## config.mk

```make
export PLATFORM = sky130hd
export DESIGN_NAME = ram_port_arbiter
export DESIGN_NICKNAME = d
export VERILOG_FILES = /design/src/rtl/ram_port_arbiter.sv
export SDC_FILE = /design/constraint.sdc
export NUM_CORES = 1
export LEC_CHECK = 0
export ABC_AREA = 1
export CORE_MARGIN = 2
export CORE_UTILIZATION = 38
export CTS_BUF_LIST = sky130_fd_sc_hd__clkbuf_2 sky130_fd_sc_hd__clkbuf_4 sky130_fd_sc_hd__clkbuf_8
export DETAILED_ROUTE_END_ITERATION = 7
export PLACE_DENSITY = 0.87
export SETUP_SLACK_MARGIN = 0.15
export SLEW_MARGIN = 20
export SYNTH_ARGS = -nofsm -noshare
export SYNTH_HDL_FRONTEND = slang
export SYNTH_SLANG_ARGS = --single-unit
export TNS_END_PERCENT = 10
```

## constraint.sdc

```tcl
create_clock -name clk -period 2.6 [get_ports clk]
set_clock_uncertainty 0.2 [all_clocks]
set_input_delay 0.52 -clock clk [delete_from_list [all_inputs] [get_ports clk]]
set_output_delay 0.52 -clock clk [all_outputs]
set_load 0.02 [all_outputs]
```

## src/rtl/ram_port_arbiter.sv

```systemverilog
`default_nettype none
// ram_port_arbiter: round-robin sharing of one simple dual-port RAM between two
// writers and two readers, with registered RAM side and write-before-read ordering.
module ram_port_arbiter #(
  parameter  int SIZE  = 8,
  parameter  int DEPTH = 8,
  localparam int AW    = $clog2(DEPTH)
) (
  input  logic            clk,
  input  logic            rst,
  input  logic            w0_req,
  input  logic [AW-1:0]   w0_addr,
  input  logic [SIZE-1:0] w0_data,
  output logic            w0_grant,
  input  logic            w1_req,
  input  logic [AW-1:0]   w1_addr,
  input  logic [SIZE-1:0] w1_data,
  output logic            w1_grant,
  input  logic            r0_req,
  input  logic [AW-1:0]   r0_addr,
  output logic            r0_grant,
  output logic            r0_valid,
  output logic [SIZE-1:0] r0_data,
  input  logic            r1_req,
  input  logic [AW-1:0]   r1_addr,
  output logic            r1_grant,
  output logic            r1_valid,
  output logic [SIZE-1:0] r1_data,
  output logic [AW-1:0]   ram_waddr,
  output logic [SIZE-1:0] ram_write_data,
  output logic            ram_write_en,
  output logic [AW-1:0]   ram_raddr,
  input  logic [SIZE-1:0] ram_read_data
);

  logic            wptr_q, wptr_d;
  logic            rptr_q, rptr_d;
  logic [AW-1:0]   ram_waddr_q, ram_waddr_d;
  logic [SIZE-1:0] ram_write_data_q, ram_write_data_d;
  logic            ram_write_en_q, ram_write_en_d;
  logic [AW-1:0]   ram_raddr_q, ram_raddr_d;
  logic            tag1_vld_q, tag1_vld_d, tag1_id_q, tag1_id_d;
  logic            tag2_vld_q, tag2_vld_d, tag2_id_q, tag2_id_d;

  logic            w_any, w_sel;
  logic [AW-1:0]   w_addr;
  logic [SIZE-1:0] w_data;
  logic            r0_elig, r1_elig, r_any, r_sel;
  logic [AW-1:0]   r_addr;

  // Grants: the pointer names the preferred requester when both compete.
  always_comb begin
    w0_grant = w0_req & (~w1_req | ~wptr_q);
    w1_grant = w1_req & (~w0_req |  wptr_q);
    w_any    = w0_grant | w1_grant;
    w_sel    = w1_grant;
    w_addr   = w_sel ? w1_addr : w0_addr;
    w_data   = w_sel ? w1_data : w0_data;
    // A reader hitting the address being written this cycle waits one cycle,
    // so the RAM never reads an address in the cycle it commits to it.
    r0_elig  = r0_req & ~(w_any & (r0_addr == w_addr));
    r1_elig  = r1_req & ~(w_any & (r1_addr == w_addr));
    r0_grant = r0_elig & (~r1_elig | ~rptr_q);
    r1_grant = r1_elig & (~r0_elig |  rptr_q);
    r_any    = r0_grant | r1_grant;
    r_sel    = r1_grant;
    r_addr   = r_sel ? r1_addr : r0_addr;
  end

  always_comb begin
    wptr_d           = w_any ? ~w_sel : wptr_q;
    rptr_d           = r_any ? ~r_sel : rptr_q;
    ram_write_en_d   = w_any;
    ram_waddr_d      = w_any ? w_addr : ram_waddr_q;
    ram_write_data_d = w_any ? w_data : ram_write_data_q;
    ram_raddr_d      = r_any ? r_addr : ram_raddr_q;
    tag1_vld_d       = r_any;
    tag1_id_d        = r_sel;
    tag2_vld_d       = tag1_vld_q;
    tag2_id_d        = tag1_id_q;
  end

  always_ff @(posedge clk or posedge rst) begin
    if (rst) begin
      wptr_q           <= 1'b0;
      rptr_q           <= 1'b0;
      ram_write_en_q   <= 1'b0;
      ram_waddr_q      <= '0;
      ram_write_data_q <= '0;
      ram_raddr_q      <= '0;
      tag1_vld_q       <= 1'b0;
      tag1_id_q        <= 1'b0;
      tag2_vld_q       <= 1'b0;
      tag2_id_q        <= 1'b0;
    end else begin
      wptr_q           <= wptr_d;
      rptr_q           <= rptr_d;
      ram_write_en_q   <= ram_write_en_d;
      ram_waddr_q      <= ram_waddr_d;
      ram_write_data_q <= ram_write_data_d;
      ram_raddr_q      <= ram_raddr_d;
      tag1_vld_q       <= tag1_vld_d;
      tag1_id_q        <= tag1_id_d;
      tag2_vld_q       <= tag2_vld_d;
      tag2_id_q        <= tag2_id_d;
    end
  end

  always_comb begin
    ram_waddr      = ram_waddr_q;
    ram_write_data = ram_write_data_q;
    ram_write_en   = ram_write_en_q;
    ram_raddr      = ram_raddr_q;
    r0_valid       = tag2_vld_q & ~tag2_id_q;
    r1_valid       = tag2_vld_q &  tag2_id_q;
    r0_data        = r0_valid ? ram_read_data : '0;
    r1_data        = r1_valid ? ram_read_data : '0;
  end

endmodule
`default_nettype wire

```

==> Yosys cells after proc, flatten, opt, wreduce, memory -nomap -nowiden <==
Index checks and enable logic that the tools add are counted.
{ "classes": {"n_eq_ne": 2, "n_bitwise": 27, "muxes": 5} }
{ "ops": {"columns": ["operator", "n"], "rows": [
  ["$mux 8", 3],
  ["$not 1->1", 11],
  ["$and 1x1->1", 10],
  ["$eq 3x3->1", 2],
  ["$mux 3", 2],
  ["$or 1x1->1", 6]
]} }
{ "totals": {"out_inout_bits": 37, "reg_bits": 21, "inputBits": 42, "word_cells": 44} }

==> Longest topological paths before layout <==
{ "depth": {"word_depth": 12, "mapped_depth": 14, "depth_no_buf": 13} }

==> Worst setup path before layout <==
No wires, ideal clock.
{ "synth_timing": {"path_type": "input -> output", "start": "in w0_req", "end": "out r0_grant", "arrival_ns": 1.645, "stages": 13, "required_time_ns": 1.880, "setup_slack_ns": 0.235, "path_buffers": 2, "path_cell_list": "buf_4 inv_4 nand2_4 nand2_4 buf_6 nand2_2 nand3_2 nand2_2 nor2_4 nand2_2 nand3_2 nand2_1 inv_1"} }
{ "synth_between": {"elab_chain_len": 11, "elab_cells_between_ends": 17, "classes_between": "eq/ne: 2; mux: 1; bitwise: 14"} }
{ "synth_rtl": {"columns": ["item", "line", "rtl"], "rows": [
  ["start, declared", "11", "input logic w0_req,"],
  ["$not 1->1 *", "54", "w1_grant = w1_req & (~w0_req | wptr_q);"],
  ["$or 1x1->1 *", "54", null],
  ["$and 1x1->1 *", "54", null],
  ["via w1_grant", "18", "output logic w1_grant,"],
  ["$mux 3", "57", "w_addr = w_sel ? w1_addr : w0_addr;"],
  ["$eq 3x3->1", "62", "r1_elig = r1_req & ~(w_any & (r1_addr == w_addr));"],
  ["$and 1x1->1", "62", null],
  ["$not 1->1", "62", null],
  ["$and 1x1->1", "62", null],
  ["$not 1->1", "63", "r0_grant = r0_elig & (~r1_elig | ~rptr_q);"],
  ["$or 1x1->1", "63", null],
  ["$and 1x1->1 *", "63", null],
  ["end, declared", "21", "output logic r0_grant,"]
]} }
The timed path passes the listed nets; every way through them passes the cells marked *.

==> Final worst setup path <==
{ "layout_timing": {"start": "in r1_addr[0]", "end": "out r0_grant"} }
{ "layout_between": {"elab_chain_len": 7} }
{ "layout_rtl": {"columns": ["item", "line", "rtl"], "rows": [
  ["start, declared", "25", "input logic [AW-1:0] r1_addr,"],
  ["$eq 3x3->1", "62", null],
  ["$and 1x1->1", "62", null],
  ["$not 1->1", "62", null],
  ["$and 1x1->1", "62", null],
  ["$not 1->1", "63", null],
  ["$or 1x1->1", "63", null],
  ["$and 1x1->1", "63", null]
]} }
Every way passes these cells.

==> run summary <==
outcome = complete, no violations
FF-to-FF Start = wptr_q$_DFFE_PP0P_
Hold Path Class = reg2reg
Mapped Area = 0.001295 mm^2
Nets = 335
CTS H-tree depth = 1
slew of the pin with the lowest slew margin = 0.3118 ns
routed via count = 1650
post-synth top area share = 0.4058
Num CTS Buffers = 3
n_diodes = 0
RSZ-0062 raised after global routing = true
met2 Use GR = 0.4226
first-pass GRT wire length = 7141 um
Die Ht = 62.38 um
Yosys reg bits = 21
post-route ant nets = 0
Power Dens Cells = 460.2 mW/mm^2
max_slew headroom = 0.7916
DR vias/cell = 4.882
Most common cell on crit path = nand2_2
Hold Path Origin = tag1_id_q$_DFF_PP0_
Final Max Slew Viols = 0
fin crit share = 0.9651
Ports = 79
post-synthesis instance total = 180
Die X = 62.38 um
Reg2Reg Setup Slack = 0.16 ns
worst r2r dst = ram_raddr[2]$_DFFE_PP0P_
hold endpoint = tag2_id_q$_DFF_PP0_
clock sinks = 21
area occupied by multi-input gates = 745.7 um^2
Final Util = 0.7751
crit-path max cell delay = 0.52 ns
LEAKAGE = 1.512 nW
dpl hpwl = 3174 um
Clock Tree Buf Depth = 2
TritonCTS clock tree = built
GR Util met1 = 0.2702
fmax = 398.5 MHz
P&R area growth vs syn = 98.16%
yosys warns = 0
final setup vio count = 0
Yosys top cell by area = dfrtp_1
hold depth = 0
FF/Latch Area = 526.8 um^2
Sw Pwr = 0.0004459 W
worst-skew pair later-pin latency = 0.31 ns
layout cells sized above 1 = 0.2842
maximum number of pins on one net before global-route repair = 22
max_cap viols = 0
Initial Utilization = 0.3912
register area share after synthesis = 0.4058
Flop pwr share = 0.344
WL final = 4704 um
Final Hold Fails = 0
Net Count, Synth = 222
crit path max fanout = 3
CP max stage cell = clkdlybuf4s50_1
Crit. End Element = primary output
worst vdd ir = 304.3 uV
startpoint types = input pin
Crit path buffers/inverters = 4
clock network fraction of total power = 0.148
Root Driver = clkbuf_4
worst hold slack = 0.1608 ns
Tot GR Track Use = 0.2298
Data required, critical path = 1.88 ns
DRT iter0 DRCs = 47
hold_buf cts = 0
syn avg cell area = 7.194 um^2
global route total overflow = 0
R2R depth = 17
clock-pin slew on the worst setup and hold paths = 0.11 ns
initial antenna violation count = 0
crit-path cells = clkdlybuf4s50_1, inv_1, nand3_1, nand2_1, nor2_2, nand2_2, nand3_2, nand2_2, inv_2, buf_6
average wire per standard cell = 13.92 um
die area = 0.003891 mm^2
Setup CP Type = in2out
largest cells by area after synthesis = dfrtp_1 (41%), nand3_1 (10%), inv_1 (9.3%)
GP Congestion = 0.8650
# DRC = 0
core footprint = 0.003311 mm^2
GRT Max-Usage Layer = met2
Netlist cell types = 19
PortBufs = 78
GR Layer Usage met3 = 0.03604
row count = 21
# fillers = 235
vias in the first global route = 1610
Period minus WS final = 2.509 ns
sw frac = 0.3776
Gate power share = 0.507
critical path arrival = 1.79 ns
crit-path leading delay family = buffers and inverters
Power Internal = 0.0007349 W
drt first pass iters = 4
how the worst max path moves through the flow:
stage | endpoint | start | slack (ns) | cells past startpoint
6_report | r0_grant | r1_addr[0] | 0.09 | 10
5_1_grt | r0_grant | wptr_q$_DFFE_PP0P_ | -0.01 | 13
2_1_floorplan | r0_grant | w0_req | 0.24 | 13
3_3_place_gp | r0_grant | w1_req | -0.65 | 12
3_5_place_dp | r1_grant | w1_req | -0.71 | 12
4_1_cts | r0_grant | w0_req | 0.08 | 14
what timing repair did:
action                                  CTS  global route
setup buffers                             7             0
pin swaps                                 7             7
resized for setup                        33            48
cloned                                    1             0
endpoints found under the setup margin   16            23
power groups by stage:
stage,Combinational [W],Sequential [W],Clock [W]
floorplan,0.000215,0.000452,0
global placement,0.000530,0.000406,0
global route,0.000639,0.000413,0.000194
detailed placement,0.000541,0.000409,0
CTS,0.000566,0.000403,0.000177
finish,0.000599,0.000407,0.000175
cell usage in the layout (no fill, tap or decap), types with 3 or more instances in the layout:
cell type        synthesis  layout
buf_4                    2      30
clkbuf_4                 0       4
o21ai_0                  8       8
nand3_1                 27      15
nand3_2                  4      14
nor2_1                  24      24
clkdlybuf4s50_1          0      49
nand2_4                  3       5
inv_1                   32      30
inv_2                    1       3
dlymetal6s2s_1           0      20
dlygate4sd2_1            0       5
dfrtp_1                 21      20
buf_6                    2       5
nand2_2                  4      11
a21oi_1                 18      18
nand2_1                 26      16
a31oi_1                  3       3
through the flow:
stage          worst slack [ns]  total power [W]  TNS (ns)  instances  cell area, um^2
6_report                0.09079         0.001181         0        338             2566
4_1_cts                 0.07755         0.001147         0        338             2414
3_3_place_gp            -0.6518        0.0009361    -1.620        326             2291
2_1_floorplan            0.2350        0.0006663         0        180             1295
3_5_place_dp            -0.7119        0.0009503    -1.752        326             2291
5_1_grt                -0.01011         0.001246  -0.01011        338             2566
Yosys cell counts:
cell and instances:
a21oi_2 1, nor2_1 24, buf_6 2, a21oi_1 18, nand2_1 26, nand2_4 3, inv_4 1, nor2_4 1
nor2_2 1, o21ai_1 1, buf_4 2, nand3_2 4, nand2_2 4, dfrtp_1 21, inv_1 32, o21ai_0 8
inv_2 1, a31oi_1 3, nand3_1 27
cell type report:
type,instances,area share
Tap cell,46,0.02243
Sequential cell,21,0.2053
Multi-Input combinational cell,122,0.2906
Timing Repair Buffer,111,0.4193
Inverter,34,0.05071
Clock buffer,4,0.01170
cell families after synthesis:
family                 after synthesis  share of synthesized area
buffers and inverters               38                     0.1295
AO/OA/AOI/OAI                       31                     0.1256
AND/OR/NAND/NOR                     90                     0.3391
flip-flops                          21                     0.4058
metal layers:
metal / part of all wire / up-vias
met2: 0.50 / 80
met5: 0 / -
li1: - / 801
met3: 0.065 / 9
met1: 0.41 / 760
met4: 0.022 / 0
sequential cells by signal, indices dropped and copies added (netlist names):
signal,cells
ram_waddr,3
rptr_q,1
ram_raddr,3
ram_write_data,8
tag2_id_q,1
tag2_vld_q,1
wptr_q,1
tag1_id_q,1
ram_write_en,1
tag1_vld_q,1
worst reg2reg max path, stage by stage, from the launching register on:
cell	delay, ns
dfrtp_2	0.47
nand2_4	0.13
nand2_8	0.09
nand2_4	0.07
nand3_1	0.07
nand2_1	0.06
nor2_1	0.05
nand2_1	0.12
nand2_2	0.09
buf_4	0.13
buf_4	0.12
buf_4	0.12
buf_4	0.12
buf_4	0.12
buf_4	0.12
buf_6	0.12
nand3_2	0.05
nand3_1	0.07
Power figures use the tool's default switching activity.
==> patch 1 (same settings) <==
Take the reset off `ram_write_data_q` and load it in a clocked block of its own.
--- a/src/rtl/ram_port_arbiter.sv
+++ b/src/rtl/ram_port_arbiter.sv
@@ -87,5 +87,4 @@
       ram_write_en_q   <= 1'b0;
       ram_waddr_q      <= '0;
-      ram_write_data_q <= '0;
       ram_raddr_q      <= '0;
       tag1_vld_q       <= 1'b0;
@@ -98,5 +97,4 @@
       ram_write_en_q   <= ram_write_en_d;
       ram_waddr_q      <= ram_waddr_d;
-      ram_write_data_q <= ram_write_data_d;
       ram_raddr_q      <= ram_raddr_d;
       tag1_vld_q       <= tag1_vld_d;
@@ -105,4 +103,8 @@
       tag2_id_q        <= tag2_id_d;
     end
+  end
+
+  always_ff @(posedge clk) begin
+    ram_write_data_q <= ram_write_data_d;
   end
 
Behaviour: not the same (Yosys sat finds a counterexample within 4 cycles, from zero or initial values and one cycle with rst high).
==> patch 1 against the unedited design <==
Design area shrank 2.0%. Critical endpoint unchanged. Routed wire length shrank 21%. Register-to-register slack gained 0.52 ns. Combinational power shrank 8.5%. Critical path type is now reg -> out. Count of clock-buffer cells in the layout is the same. Synthesized area is the same. First-iteration DRC count grew 64%. Setup slack lost 0.038 ns. Largest power group unchanged. Total power shrank 4.3%. Sequential cell count is the same. Synthesized cell count shrank 7.2%.
==> patch 1: results (changes against the unedited design) <==
run status finished, final reports clean; pre-CTS setup slack -0.6946 ns (+0.01726 ns); first-pass GRT wire length 6175 µm (-14%); Yosys cell types 20 (+1); worst flop-to-flop path endpoint ram_raddr[1]$_DFFE_PP0P_; Seq/Total Area, Yosys 43.67% (+3.1 points); WL met2 1868 µm (-21%); largest buffer count on any clock path 2 (unchanged); Worst setup SP type flop; FF-to-FF setup slack 0.68 ns (+0.52 ns); Cells after DPL 310 (-4.9%); met1 usage 23.38% (-3.6 points); reg2reg path depth 13 (-4); Post-layout nets 319 (-4.8%); Worst Path Arrival 1.83 ns (+0.04 ns); largest net degree at the start of global routing 14 (-36%); Fmax 0.3925 GHz (-1.5%); All-Layer GR Usage 19.60% (-3.4 points); actual slew at the worst max-slew pin 0.5105 ns (+0.1987 ns); Lkg Pwr 1.450 nW (-4.1%); routability cong. 0.8569 (-0.94%); slowest stage delay, CP 0.45 ns (-0.07 ns); syn_nets 209 (-5.9%); Layout fillers 251 (+6.8%); CP max FO 8 (+5); initial antenna violation count 0 (unchanged); post-synthesis async set-or-reset flop share 61.90% (-38 points); critical path's slowest cell dfrtp_2; via count 1437 (-13%); Syn Area/Cell 7.754 µm² (+7.8%); GRT met3 Usage 4.865% (+1.3 points); Crit path max-delay family simple AND/OR/NAND/NOR gates; Post-synth top cells nand2_1, inv_1, nor2_1, nand3_1, dfrtp_1; Post-synth EDFFs 8 (+8); vias in the first global route 1399 (-13%); VDD IR max 0.0002386 V (-22%); layout cells sized above 1 24.28% (-4.1 points); Post-Layout Cell Count 322 (-4.7%); dominant cells by area after synthesis dfrtp_1, edfxtp_1, nand2_1; met2 usage 34.92% (-7.3 points); DRT met1 WL 1527 µm (-21%); Final Routed Wirelength 3713 µm (-21%); Cell Int Power 734.0 µW (-0.13%)
[patch 1: changes by cell type in the layout (fill, tap and decap cells not counted), moves of 3 or more]
cell            before  now
nand2_2             11    4
nand3_2             14    5
nand2_1             16   38
o21ai_0              8    1
buf_4               30   24
inv_1               30   25
edfxtp_1             0    8
nand3_4              2    5
dfrtp_1             20   12
nand3_1             15   19
a21oi_1             18    1
dlymetal6s2s_1      20   17
[patch 1: power groups by stage]
stage / registers, mW / clock network [mW] / logic (mW)
global route: 0.419 / 0.181 / 0.593
global placement: 0.418 / 0 / 0.502
floorplan: 0.461 / 0 / 0.208
finish: 0.413 / 0.168 / 0.548
detailed placement: 0.420 / 0 / 0.511
CTS: 0.414 / 0.177 / 0.547
[patch 1: timing repair]
action / CTS / global route
setup buffers: 8 / 0
setup endpoints to repair: 13 / 19
pin swaps: 11 / 3
gates resized for setup: 37 / 22
[patch 1: kinds of logic after synthesis]
kind of cell,Yosys count,share of synthesized area [%]
AND/OR/NAND/NOR,110,43.57
AO/OA/AOI/OAI,6,3.478
buffers and inverters,30,9.275
flip-flops,21,43.67
[patch 1: layout make-up]
cell class                 instances  area share (%)
inverter                          29           4.430
tap                               46           2.290
sequential                        21           22.55
clock buffer                       4           1.195
timing repair buffer             106           42.01
multi-input combinational        116           27.53
[patch 1: through the flow]
step | hold WS (ns) | util (%) | instance area, µm² | setup TNS [ns]
final | 0.1584 | 75.93 | 2514 | 0
after global routing | 0.1785 | 75.93 | 2514 | -0.06888
after CTS | 0.1635 | 73.89 | 2446 | 0
after detailed placement | 0.1362 | 69.24 | 2292 | -1.614
after global placement | 0.1322 | 69.24 | 2292 | -1.473
after floorplan | 0.1312 | - | 1303 | 0
==> patch 2 (config.mk and constraints unchanged) <==
Without the edit above. `SIZE`: 8 -> 16.
--- a/src/rtl/ram_port_arbiter.sv
+++ b/src/rtl/ram_port_arbiter.sv
@@ -3,5 +3,5 @@
 // writers and two readers, with registered RAM side and write-before-read ordering.
 module ram_port_arbiter #(
-  parameter  int SIZE  = 8,
+  parameter  int SIZE  = 16,
   parameter  int DEPTH = 8,
   localparam int AW    = $clog2(DEPTH)
Ports: changed (6 resized); port bits go from 79 to 127. The function was not compared with the original's and may differ.
==> patch 2 against the unedited design <==
Count of clock-buffer cells in the layout up 2. Synthesized cell count up 38%. Die area up 33%. Routed wire length is 36% higher. Total power up 44%. Design area up 32%. Synthesized area up 35%. Via count rose by 36%. Highest routed layer unchanged. Setup slack better by 0.038 ns. Critical endpoint unchanged. Sequential power is 35% higher. Largest cell class unchanged. Sequential cell count up 8.
==> patch 2: results (changes against the unedited design) <==
VDD IR max 0.0003447 V (+13%); post-synthesis async set-or-reset flop share 100.0% (unchanged); Vias/cell 4.904 (+0.45%); compound-cell area share of the yosys netlist 11.30% (-1.3 points); Yosys cell types 19 (unchanged); initial antenna violation count 0 (unchanged); Seq/Total Area, Yosys 41.49% (+0.91 points); worst hold path type reg -> reg; register share of total power 32.4% (-2.0 points); CTS Buf Count 5 (+2); Cell Int Power 1.074 mW (+46%); Synth Area in XOR/XNOR 0% (unchanged); critical path's slowest cell buf_2; clk_lat worst skew 0.28 ns (-0.03 ns); # H-tree levels 2 (+1); placed cell areas 3217 µm² (+40%); largest buffer count on any clock path 2 (unchanged); layout cells sized above 1 20.54% (-7.9 points); DRT Pass-1 Iters 7 (+3); routability cong. 0.9011 (+4.2%); dpl hpwl 4936 µm (+55%); normalized max-slew margin 66.08% (-13 points); All-Layer GR Usage 24.64% (+1.7 points); clock share of power 21.4% (+6.6 points); Routed WL per cell 14.07 µm (+1.1%); syn_nets 315 (+42%); Net Sw Frac 36.78% (-0.99 points); pre-CTS setup slack -0.8107 ns (-0.09877 ns); max reg flops 16 (+8); adder-cell share of the synthesized area 0% (unchanged); Layout fillers 314 (+34%); CTS Root Cell clkbuf_8; # DRC 0 (unchanged); slowest stage delay, CP 0.17 ns (-0.35 ns); dominant cells by area after synthesis dfrtp_1, nor2_1, inv_1; Post-layout nets 469 (+40%); Worst-path clk slew 0.06 ns (-0.05 ns); largest net degree at the start of global routing 30 (+36%); mux cell area share after synthesis 0% (unchanged); Syn. warnings 0 (unchanged); run status finished, final reports clean; IO buf count 126 (+62%); vias in the first global route 2083 (+29%); initial drt markers 118 (+150%); Crit path max-delay family simple AND/OR/NAND/NOR gates; Lkg Pwr 1.759 nW (+16%); ant diodes 0 (unchanged); Post-synth top cells nor2_1, inv_1, nand2_1, dfrtp_1, nand3_1; first-pass GRT wire length 9922 µm (+39%); CP max FO 7 (+4); Worst Path Arrival 1.75 ns (-0.04 ns)
patch 2: cell type report:
| type | instances | area, µm² | area share, % |
|---|---|---|---|
| repair buffers | 155 | 1435 | 42.23 |
| multi-input cells | 172 | 933.4 | 27.47 |
| flip-flops and latches | 29 | 725.7 | 21.35 |
| inverters | 40 | 152.6 | 4.492 |
| clock buffers | 6 | 76.32 | 2.246 |
| well taps | 52 | 65.06 | 1.915 |
| clock inverters | 2 | 10.01 | 0.2946 |
patch 2: stage by stage:
stage               instances  TNS (ns)
global placement          443    -2.117
finish                    456         0
CTS                       452         0
detailed placement        443    -2.547
global route              456         0
floorplan                 249         0
patch 2: path summary, 6_finish.rpt:
kind / slack, ns / endpoint / cells past startpoint / from
worst min register to register: 0.15 / tag2_id_q$_DFF_PP0_ / 0 / tag1_id_q$_DFF_PP0_
worst min-delay path: 0.15 / tag2_id_q$_DFF_PP0_ / 0 / tag1_id_q$_DFF_PP0_
worst max-delay path: 0.13 / r0_grant / 12 / w1_req
max in group asynchronous: 1.50 / ram_write_data[12]$_DFFE_PP0P_ / 3 / rst
worst max register to register: 0.46 / ram_raddr[1]$_DFFE_PP0P_ / 12 / wptr_q$_DFFE_PP0P_
min in group asynchronous: 0.42 / ram_write_data[6]$_DFFE_PP0P_ / 3 / rst
patch 2: repair_timing:
item                       in CTS  in global routing
setup endpoints to repair      36                  9
setup buffers                   1                  4
gates resized for setup        69                 20
pin swaps                       8                 12
gates cloned                    0                  0
hold buffers                    0                  0
patch 2: per-layer routing:
metal  wire [µm]  part of all wire [%]  GRT usage, %  up-vias
met3         576                   9.0         5.767       25
met2        3329                    52         44.55      120
li1            -                     -             -     1080
met1        2285                    36         28.00     1011
met5           0                     0             0        -
met4         223                   3.5         9.434        0
